**config.mk**
```make
export PLATFORM = sky130hd
export DESIGN_NAME = gate_arbiter
export DESIGN_NICKNAME = d
export VERILOG_FILES = /design/src/rtl/sps_pkg.sv /design/src/rtl/slot_timer.sv /design/src/rtl/gate_arbiter.sv
export SDC_FILE = /design/constraint.sdc
export NUM_CORES = 1
export LEC_CHECK = 0
export BUFFER_PORTS_ARGS = -buffer_cell sky130_fd_sc_hd__buf_2
export CORE_MARGIN = 4
export CORE_UTILIZATION = 50
export DETAILED_ROUTE_END_ITERATION = 12
export PLACE_DENSITY = 0.69
export SYNTH_ARGS = -nofsm -noshare
export SYNTH_HDL_FRONTEND = slang
export SYNTH_SLANG_ARGS = --single-unit
```
**constraint.sdc**
```tcl
create_clock -name clk -period 2.2 [get_ports clk]
set_clock_uncertainty 0.2 [all_clocks]
set_input_delay 0.66 -clock clk [delete_from_list [all_inputs] [get_ports clk]]
set_output_delay 0.66 -clock clk [all_outputs]
set_load 0.02 [all_outputs]
```
**src/rtl/sps_pkg.sv**
```systemverilog
// Shared definitions for the parking gate arbiter.
// Holds the arbiter state encoding, the slot count, the mm:ss timer limits,
// and small helpers that derive the occupancy outputs from the slot bitmap.
package sps_pkg;

    typedef enum logic [1:0] {
        IDLE       = 2'd0,
        ENTRY_OPEN = 2'd1,
        EXIT_OPEN  = 2'd2
    } state_e;

    localparam int         NUM_SPOTS = 4;
    localparam logic [5:0] SEC_MAX   = 6'd59;
    localparam logic [5:0] MIN_MAX   = 6'd59;

    // Number of free slots in an occupancy bitmap.
    function automatic logic [2:0] free_count(input logic [NUM_SPOTS-1:0] occ);
        logic [2:0] n;
        n = 3'(NUM_SPOTS);
        for (int i = 0; i < NUM_SPOTS; i++) begin
            n = n - {2'b00, occ[i]};
        end
        return n;
    endfunction

    // Index of the lowest free slot; 0 when every slot is taken.
    function automatic logic [1:0] lowest_free(input logic [NUM_SPOTS-1:0] occ);
        logic [1:0] idx;
        idx = 2'd0;
        for (int i = NUM_SPOTS - 1; i >= 0; i--) begin
            if (!occ[i]) idx = 2'(i);
        end
        return idx;
    endfunction

endpackage

```
**src/rtl/slot_timer.sv**
```systemverilog
// Per-slot parked-time counter in minutes:seconds.
// Ports:
//   clk, reset : clock and synchronous active-high reset
//   clr_i      : zero the counter (has priority over en_i)
//   en_i       : advance by one second
//   min_o      : minutes, 0..59
//   sec_o      : seconds, 0..59
// The counter stops at 59:59 rather than wrapping.
module slot_timer
    import sps_pkg::*;
(
    input  logic       clk,
    input  logic       reset,
    input  logic       clr_i,
    input  logic       en_i,
    output logic [5:0] min_o,
    output logic [5:0] sec_o
);

    logic [5:0] min_q, min_d;
    logic [5:0] sec_q, sec_d;
    logic       sat;

    assign sat = (min_q == MIN_MAX) && (sec_q == SEC_MAX);

    always_comb begin
        min_d = min_q;
        sec_d = sec_q;
        if (clr_i) begin
            min_d = '0;
            sec_d = '0;
        end else if (en_i && !sat) begin
            if (sec_q == SEC_MAX) begin
                sec_d = '0;
                min_d = min_q + 6'd1;
            end else begin
                sec_d = sec_q + 6'd1;
            end
        end
    end

    always_ff @(posedge clk) begin
        if (reset) begin
            min_q <= '0;
            sec_q <= '0;
        end else begin
            min_q <= min_d;
            sec_q <= sec_d;
        end
    end

    assign min_o = min_q;
    assign sec_o = sec_q;

endmodule

```
**src/rtl/gate_arbiter.sv**
```systemverilog
// Parking gate arbiter: serialises entry and exit requests onto one door.
// Ports:
//   clk, reset          : clock and synchronous active-high reset
//   tick_1hz            : one-cycle strobe per second
//   entry_req, exit_req : one-cycle request pulses; exit_slot names the car leaving
//   door_open           : high while an entry or exit is being served
//   is_full, spots, capacity, location : occupancy view derived from the slot bitmap
//   reject              : one-cycle pulse when a request is refused
//   mode                : 1 while an exit is being served (show parked time)
//   minutes, seconds    : parked time of the most recent car to leave
// Requests are latched into pend flags; grants happen only from IDLE and
// alternate between entry and exit when both are waiting.
module gate_arbiter
    import sps_pkg::*;
#(
    parameter int unsigned DOOR_TICKS = 3
) (
    input  logic       clk,
    input  logic       reset,
    input  logic       tick_1hz,
    input  logic       entry_req,
    input  logic       exit_req,
    input  logic [1:0] exit_slot,
    output logic       door_open,
    output logic       is_full,
    output logic [3:0] spots,
    output logic [2:0] capacity,
    output logic [1:0] location,
    output logic       reject,
    output logic       mode,
    output logic [5:0] minutes,
    output logic [5:0] seconds
);

    localparam logic [3:0] LAST_TICK = 4'(DOOR_TICKS - 1);

    state_e     state_q, state_d;
    logic       entry_pend_q, entry_pend_d;
    logic       exit_pend_q, exit_pend_d;
    logic [1:0] exit_idx_q, exit_idx_d;
    logic       last_exit_q, last_exit_d;   // 1: most recent grant was an exit
    logic [3:0] spots_q, spots_d;
    logic [3:0] tick_cnt_q, tick_cnt_d;
    logic       reject_q, reject_d;
    logic [5:0] min_q, min_d;
    logic [5:0] sec_q, sec_d;
    logic       grant_entry, grant_exit;

    logic [NUM_SPOTS-1:0] tmr_clr;
    logic [5:0]           tmr_min [NUM_SPOTS];
    logic [5:0]           tmr_sec [NUM_SPOTS];

    for (genvar g = 0; g < NUM_SPOTS; g++) begin : g_tmr
        slot_timer u_tmr (
            .clk   (clk),
            .reset (reset),
            .clr_i (tmr_clr[g]),
            .en_i  (spots_q[g] & tick_1hz),
            .min_o (tmr_min[g]),
            .sec_o (tmr_sec[g])
        );
    end

    assign spots     = spots_q;
    assign capacity  = free_count(spots_q);
    assign location  = lowest_free(spots_q);
    assign is_full   = (spots_q == 4'b1111);
    assign door_open = (state_q != IDLE);
    assign mode      = (state_q == EXIT_OPEN);
    assign reject    = reject_q;
    assign minutes   = min_q;
    assign seconds   = sec_q;

    always_comb begin
        state_d      = state_q;
        entry_pend_d = entry_pend_q;
        exit_pend_d  = exit_pend_q;
        exit_idx_d   = exit_idx_q;
        last_exit_d  = last_exit_q;
        spots_d      = spots_q;
        tick_cnt_d   = tick_cnt_q;
        reject_d     = 1'b0;
        min_d        = min_q;
        sec_d        = sec_q;
        tmr_clr      = '0;
        grant_entry  = 1'b0;
        grant_exit   = 1'b0;

        // A pulse that arrives while its flag is already set is dropped.
        if (entry_req && !entry_pend_q) entry_pend_d = 1'b1;
        if (exit_req && !exit_pend_q) begin
            exit_pend_d = 1'b1;
            exit_idx_d  = exit_slot;
        end

        case (state_q)
            IDLE: begin
                if (entry_pend_q && exit_pend_q) begin
                    grant_entry = last_exit_q;
                    grant_exit  = !last_exit_q;
                end else begin
                    grant_entry = entry_pend_q;
                    grant_exit  = exit_pend_q;
                end

                if (grant_entry) begin
                    entry_pend_d = 1'b0;
                    last_exit_d  = 1'b0;
                    if (is_full) begin
                        reject_d = 1'b1;
                    end else begin
                        spots_d[location] = 1'b1;
                        tmr_clr[location] = 1'b1;
                        tick_cnt_d        = '0;
                        state_d           = ENTRY_OPEN;
                    end
                end else if (grant_exit) begin
                    exit_pend_d = 1'b0;
                    last_exit_d = 1'b1;
                    if (!spots_q[exit_idx_q]) begin
                        reject_d = 1'b1;
                    end else begin
                        spots_d[exit_idx_q] = 1'b0;
                        min_d               = tmr_min[exit_idx_q];
                        sec_d               = tmr_sec[exit_idx_q];
                        tmr_clr[exit_idx_q] = 1'b1;
                        tick_cnt_d          = '0;
                        state_d             = EXIT_OPEN;
                    end
                end
            end
            default: begin
                if (tick_1hz) begin
                    if (tick_cnt_q == LAST_TICK) begin
                        state_d = IDLE;
                    end else begin
                        tick_cnt_d = tick_cnt_q + 4'd1;
                    end
                end
            end
        endcase
    end

    always_ff @(posedge clk) begin
        if (reset) begin
            state_q      <= IDLE;
            entry_pend_q <= 1'b0;
            exit_pend_q  <= 1'b0;
            exit_idx_q   <= '0;
            last_exit_q  <= 1'b1;
            spots_q      <= '0;
            tick_cnt_q   <= '0;
            reject_q     <= 1'b0;
            min_q        <= '0;
            sec_q        <= '0;
        end else begin
            state_q      <= state_d;
            entry_pend_q <= entry_pend_d;
            exit_pend_q  <= exit_pend_d;
            exit_idx_q   <= exit_idx_d;
            last_exit_q  <= last_exit_d;
            spots_q      <= spots_d;
            tick_cnt_q   <= tick_cnt_d;
            reject_q     <= reject_d;
            min_q        <= min_d;
            sec_q        <= sec_d;
        end
    end

endmodule
```
# After elaboration in Yosys (flattened, before gate mapping)
# Index checks and enable logic that the tools add are counted.
# totals
reg_bits	76
# op_classes
add_sub_neg	13
order_cmp	5
eq_ne	16
mux	60
n_bitwise	10
n_reduce_logical	40
# op_table
cell	n
$mux W4	16
$add A6 B1 Y6 const B	8
$eq A6 B6 Y1 const B	8
$mux W6	8
$bmux W6 S2	2
$mux W2	11
$mux W1	20
$logic_and A1 B1 Y1	13
$reduce_and A2 Y1	5
$reduce_and A5 Y1	2
$reduce_bool A2 Y1	5
$reduce_or A2 Y1	5
$ne A3 B3 Y1 const B	3
$sub A3 B1 Y3	3
$reduce_and A4 Y1	2
$logic_not A1 Y1	7
$lt A2 B3 Y1 const B	2
$add A4 B1 Y4 const B	1
$and A1 B1 Y1	4
$and A4 B4 Y4	1
$demux W1 S2	2
$eq A4 B2 Y1 const B	1
$eq A4 B4 Y1 const B	1
$ge A2 B1 Y1 const B	2
11 further kinds	12

# Longest topological paths before layout
# depth
depth_word	12
depth_mapped	8
mapped_depth_nobuf	6

# Hierarchy
# From an unflattened synthesis, not the netlist that was laid out.
# hier_totals
cells_unflattened	449
area_unflattened_um2	4157.7
# modules_own_cells
module	n_inst	cells_per_inst	area_per_inst_um2
slot_timer (g_tmr[0].u_tmr ...)	3	66	608.1
gate_arbiter	1	185	1719.1
slot_timer (g_tmr[3].u_tmr)	1	66	614.3

# Least setup slack after synthesis
# No wires, ideal clock.
# synth_timing
kind	flip-flop to output port
from	register spots_q[0], in the netlist spots[0]
to	output port capacity[1]
t_arrival_ns	1.577
required_ns	1.340
slack_ns	-0.237
path_stages_with_launch	5
path_cell_list	dfxtp_1 -> fa_1 -> inv_1 -> ha_1 -> ha_1
# synth_via
elab_chain_cells	4
# synth_lines
element	line	rtl
start: declaration	gate_arbiter.sv:42	logic [3:0] spots_q, spots_d;
start signal: assignment	gate_arbiter.sv:162	spots_q <= spots_d;
$sub A3 B1 Y3 (4 in a row)	sps_pkg.sv:21	n = n - {2'b00, occ[i]};
end: declaration	gate_arbiter.sv:27	output logic [2:0] capacity,
# Every way passes these cells.

# Final worst setup path
# layout_timing
from	register spots_q[2], in the netlist spots[2]
to	output port capacity[1]
# layout_via
elab_chain_cells	2
# layout_lines
element	line
$sub A3 B1 Y3 (2 in a row)	sps_pkg.sv:21
# Every way passes these cells.

==> impl_metrics.py <==
metrics = {
    "sta": {
        "min_period_ns": 2.64,
        "relSlewSlack_pct": 68.9,
        "setup_tns_ns": -1.08,
        "clock.fmax_mhz": 379,
        "setup_violations": 3,
        "finalMaxSlewViolations": 0,
        "worst_pin_slew_ns": 0.463,
        "period_share_pct": 120,
        "hold_violations": 0,
        "holdWs_ns": 0.251,
        "rsz0062_at_grt": "true",
        "layout_setup_ws_ns": -0.439,
    },
    "placement": {
        "globalplace.congestion": 0.845,
        "post_dp_cell_area_um2": 4300,
        "io_buffers": 31,
        "hpwl_um": 6750,
        "place_ws_ns": -0.109,
    },
    "synth": {
        "synth-main-ff-cell": "dfxtp_1",
        "netlist_area_um2": 3900,
        "synth_area_leaders": "dfxtp_1 39%, mux4_2 7.5%, nand2_1 5.5%",
        "synth_edf_count": 0,
        "yosys_warnings": 0,
        "postSynthAreaPerCell_um2": 8.83,
        "async_flop_share_pct": 0,
        "synth.top_cell.area_share_pct": 39.0,
        "synthCells": 442,
        "ys_ff_latch": 76,
        "synth_top_cell_by_area": "dfxtp_1",
        "yosysSeqAreaShare_pct": 39.0,
        "syn_nets": 464,
        "yosysUniqueCellTypes": 50,
    },
    "routing": {
        "routed_wirelength_um": 8950,
        "drtPass1Iterations": 5,
        "via_count": 3364,
        "viasPerCell": 5.64,
        "ant_nets": 0,
        "wire_per_inst_um": 15.0,
        "drcViolationCount": 0,
        "drt_iter0_markers": 298,
    },
    "clock_network": {
        "clk_latency_ns": 0.35,
        "cts_buffers": 9,
        "hold_buffers": 0,
        "cts_tree": "built",
        "clkSinkCount": 76,
        "path_clk_slew_ns": 0.08,
        "h-tree-depth": 3,
        "root_buffer": "clkbuf_8",
        "cts_buffer_depth": 2,
    },
    "global_routing": {
        "top_usage_layer": "met2",
        "met2_usage_pct": 34.1,
        "grt.overflow.total": 0,
        "grt_pass1_vias": 3109,
        "grt_use_total_pct": 20.5,
        "antenna_found_initial": 0,
        "met1_usage_pct": 25.8,
        "grt_max_degree": 20,
        "met3_usage_pct": 3.99,
        "grt_pass1_wl_um": 14600,
    },
    "worst_setup_path": {
        "rr_startpoint": "spots[0]",
        "critPathKind": "reg2out",
        "startpoint": "spots[2]",
        "arrival_ns": 1.78,
        "cp.required_ns": 1.34,
        "cp_max_fo": 2,
        "worstSetupStartpointType": "flop",
        "critPathCaptureType": "output port",
    },
    "power_and_ir_drop": {
        "power_density_nw_per_um2": 647,
        "vdd_ir_drop_max_mv": 0.348,
        "leakage_nw": 1.76,
    },
    "outcome": {
        "outcome": "finished, violations left",
        "failed_checks": "negative setup slack",
    },
    "finish": {
        "nNetsFinal": 514,
        "synthToLayoutAreaGrowth_pct": 17.7,
        "finalInstanceArea_um2": 4590,
        "final_core_util_pct": 62.0,
        "drive_gt1_share_pct": 21.9,
        "n_antenna_cell": 0,
    },
    "die": {
        "coreArea_um2": 7410,
        "fp.dieW_um": 96.3,
        "core.rowCount": 31,
        "start_util_pct": 52.7,
        "die_h_um": 96.3,
        "dieArea_um2": 9280,
        "ios": 32,
    },
    "hold_path": {
        "min_path_type": "reg2reg",
        "hold_start": "minutes[5]",
    },
    "run": {
        "drv_cap": 0,
    },
}
[layout by cell type, fill, tap and decap left out, drive strengths merged, types with 13 or more instances in the layout]
| cell | Yosys | routed |
|---|---|---|
| mux4 | 13 | 13 |
| xor2 | 14 | 14 |
| nor2 | 55 | 55 |
| ha | 14 | 14 |
| nor3 | 13 | 13 |
| nand4 | 13 | 13 |
| a21oi | 37 | 37 |
| buf | 18 | 61 |
| dfxtp | 76 | 76 |
| nand2 | 57 | 57 |
| nand3 | 16 | 16 |
[cells in the mapped netlist (all sizes together), types with 5 or more instances]
cell   instances
nand3         16
and4b          5
nand4         13
nand2         57
inv            8
or3            8
a31oi          5
ha            14
xnor2         11
o21ai         10
a21oi         37
nor3          13
mux4          13
nor2          55
mux2i          9
and2           6
buf           18
xor2          14
and3           9
dfxtp         76
[path summary, 6_finish.rpt]
check / cells past startpoint / slack (ns) / endpoint
worst min register to register: 2 / 0.25 / minutes[5]
worst min-delay path: 2 / 0.25 / minutes[5]
worst max-delay path: 5 / -0.44 / capacity[1]
worst max register to register: 9 / 0.09 / g_tmr[1].u_tmr.sec_o[5]
[critical path, cell delays in order, from the launching register on]
cell	delay [ns]
dfxtp_2	0.33
fa_1	0.54
inv_2	0.05
ha_4	0.15
ha_4	0.25
buf_6	0.10
[power by group]
| part | internal, mW | switching [mW] | total [mW] |
|---|---|---|---|
| logic | 0.158 | 0.202 | 0.360 |
| clock network | 0.659 | 0.530 | 1.19 |
| registers | 1.40 | 0.0251 | 1.42 |
| total | 2.21 | 0.757 | 2.97 |
[kinds of logic after synthesis]
kind of cell             synth area share [%]
AND/OR/NAND/NOR                          25.7
flip-flops                               39.0
AO/OA/AOI/OAI                            11.2
buffers and inverters                    3.72
XOR/XNOR                                 5.61
multiplexers                             9.81
adder cells (fa/ha/maj)                  5.00
[repair_timing]
action / 4_1_cts / 5_1_grt
setup buffers: 1 / 1
endpoints found under the setup margin: 5 / 5
pin swaps: 1 / 1
resized for setup: 13 / 1
[flip-flops by register name (all words and copies together) (netlist names)]
name / flops
exit_pend_q: 1
last_exit_q: 1
minutes: 6
spots: 4
entry_pend_q: 1
exit_idx_q: 2
g_tmr.u_tmr.sec_o: 24
reject: 1
g_tmr.u_tmr.min_o: 24
seconds: 6
state_q: 2
tick_cnt_q: 4
[metal layers]
metal / wire length (um) / share of wire, %
met5: 0 / 0
met4: 204 / 2.3
met3: 410 / 4.6
met2: 4330 / 48
met1: 4000 / 45
[stage by stage]
step           power [mW]  instances
6_report             2.97        596
5_1_grt              3.08        596
3_3_place_gp         1.77        578
2_1_floorplan        1.69        442
3_5_place_dp         1.77        578
4_1_cts              3.00        595
[cell type report]
| type | count | area, um2 |
|---|---|---|
| fill | 675 | 2820 |
| multi-input combinational | 336 | 2270 |
| sequential | 76 | 1530 |
| timing repair buffer | 61 | 412 |
| clock buffer | 12 | 176 |
| tap | 99 | 124 |
| clock inverter | 4 | 52.6 |
| inverter | 8 | 30.0 |
Power figures use the tool's default switching activity.
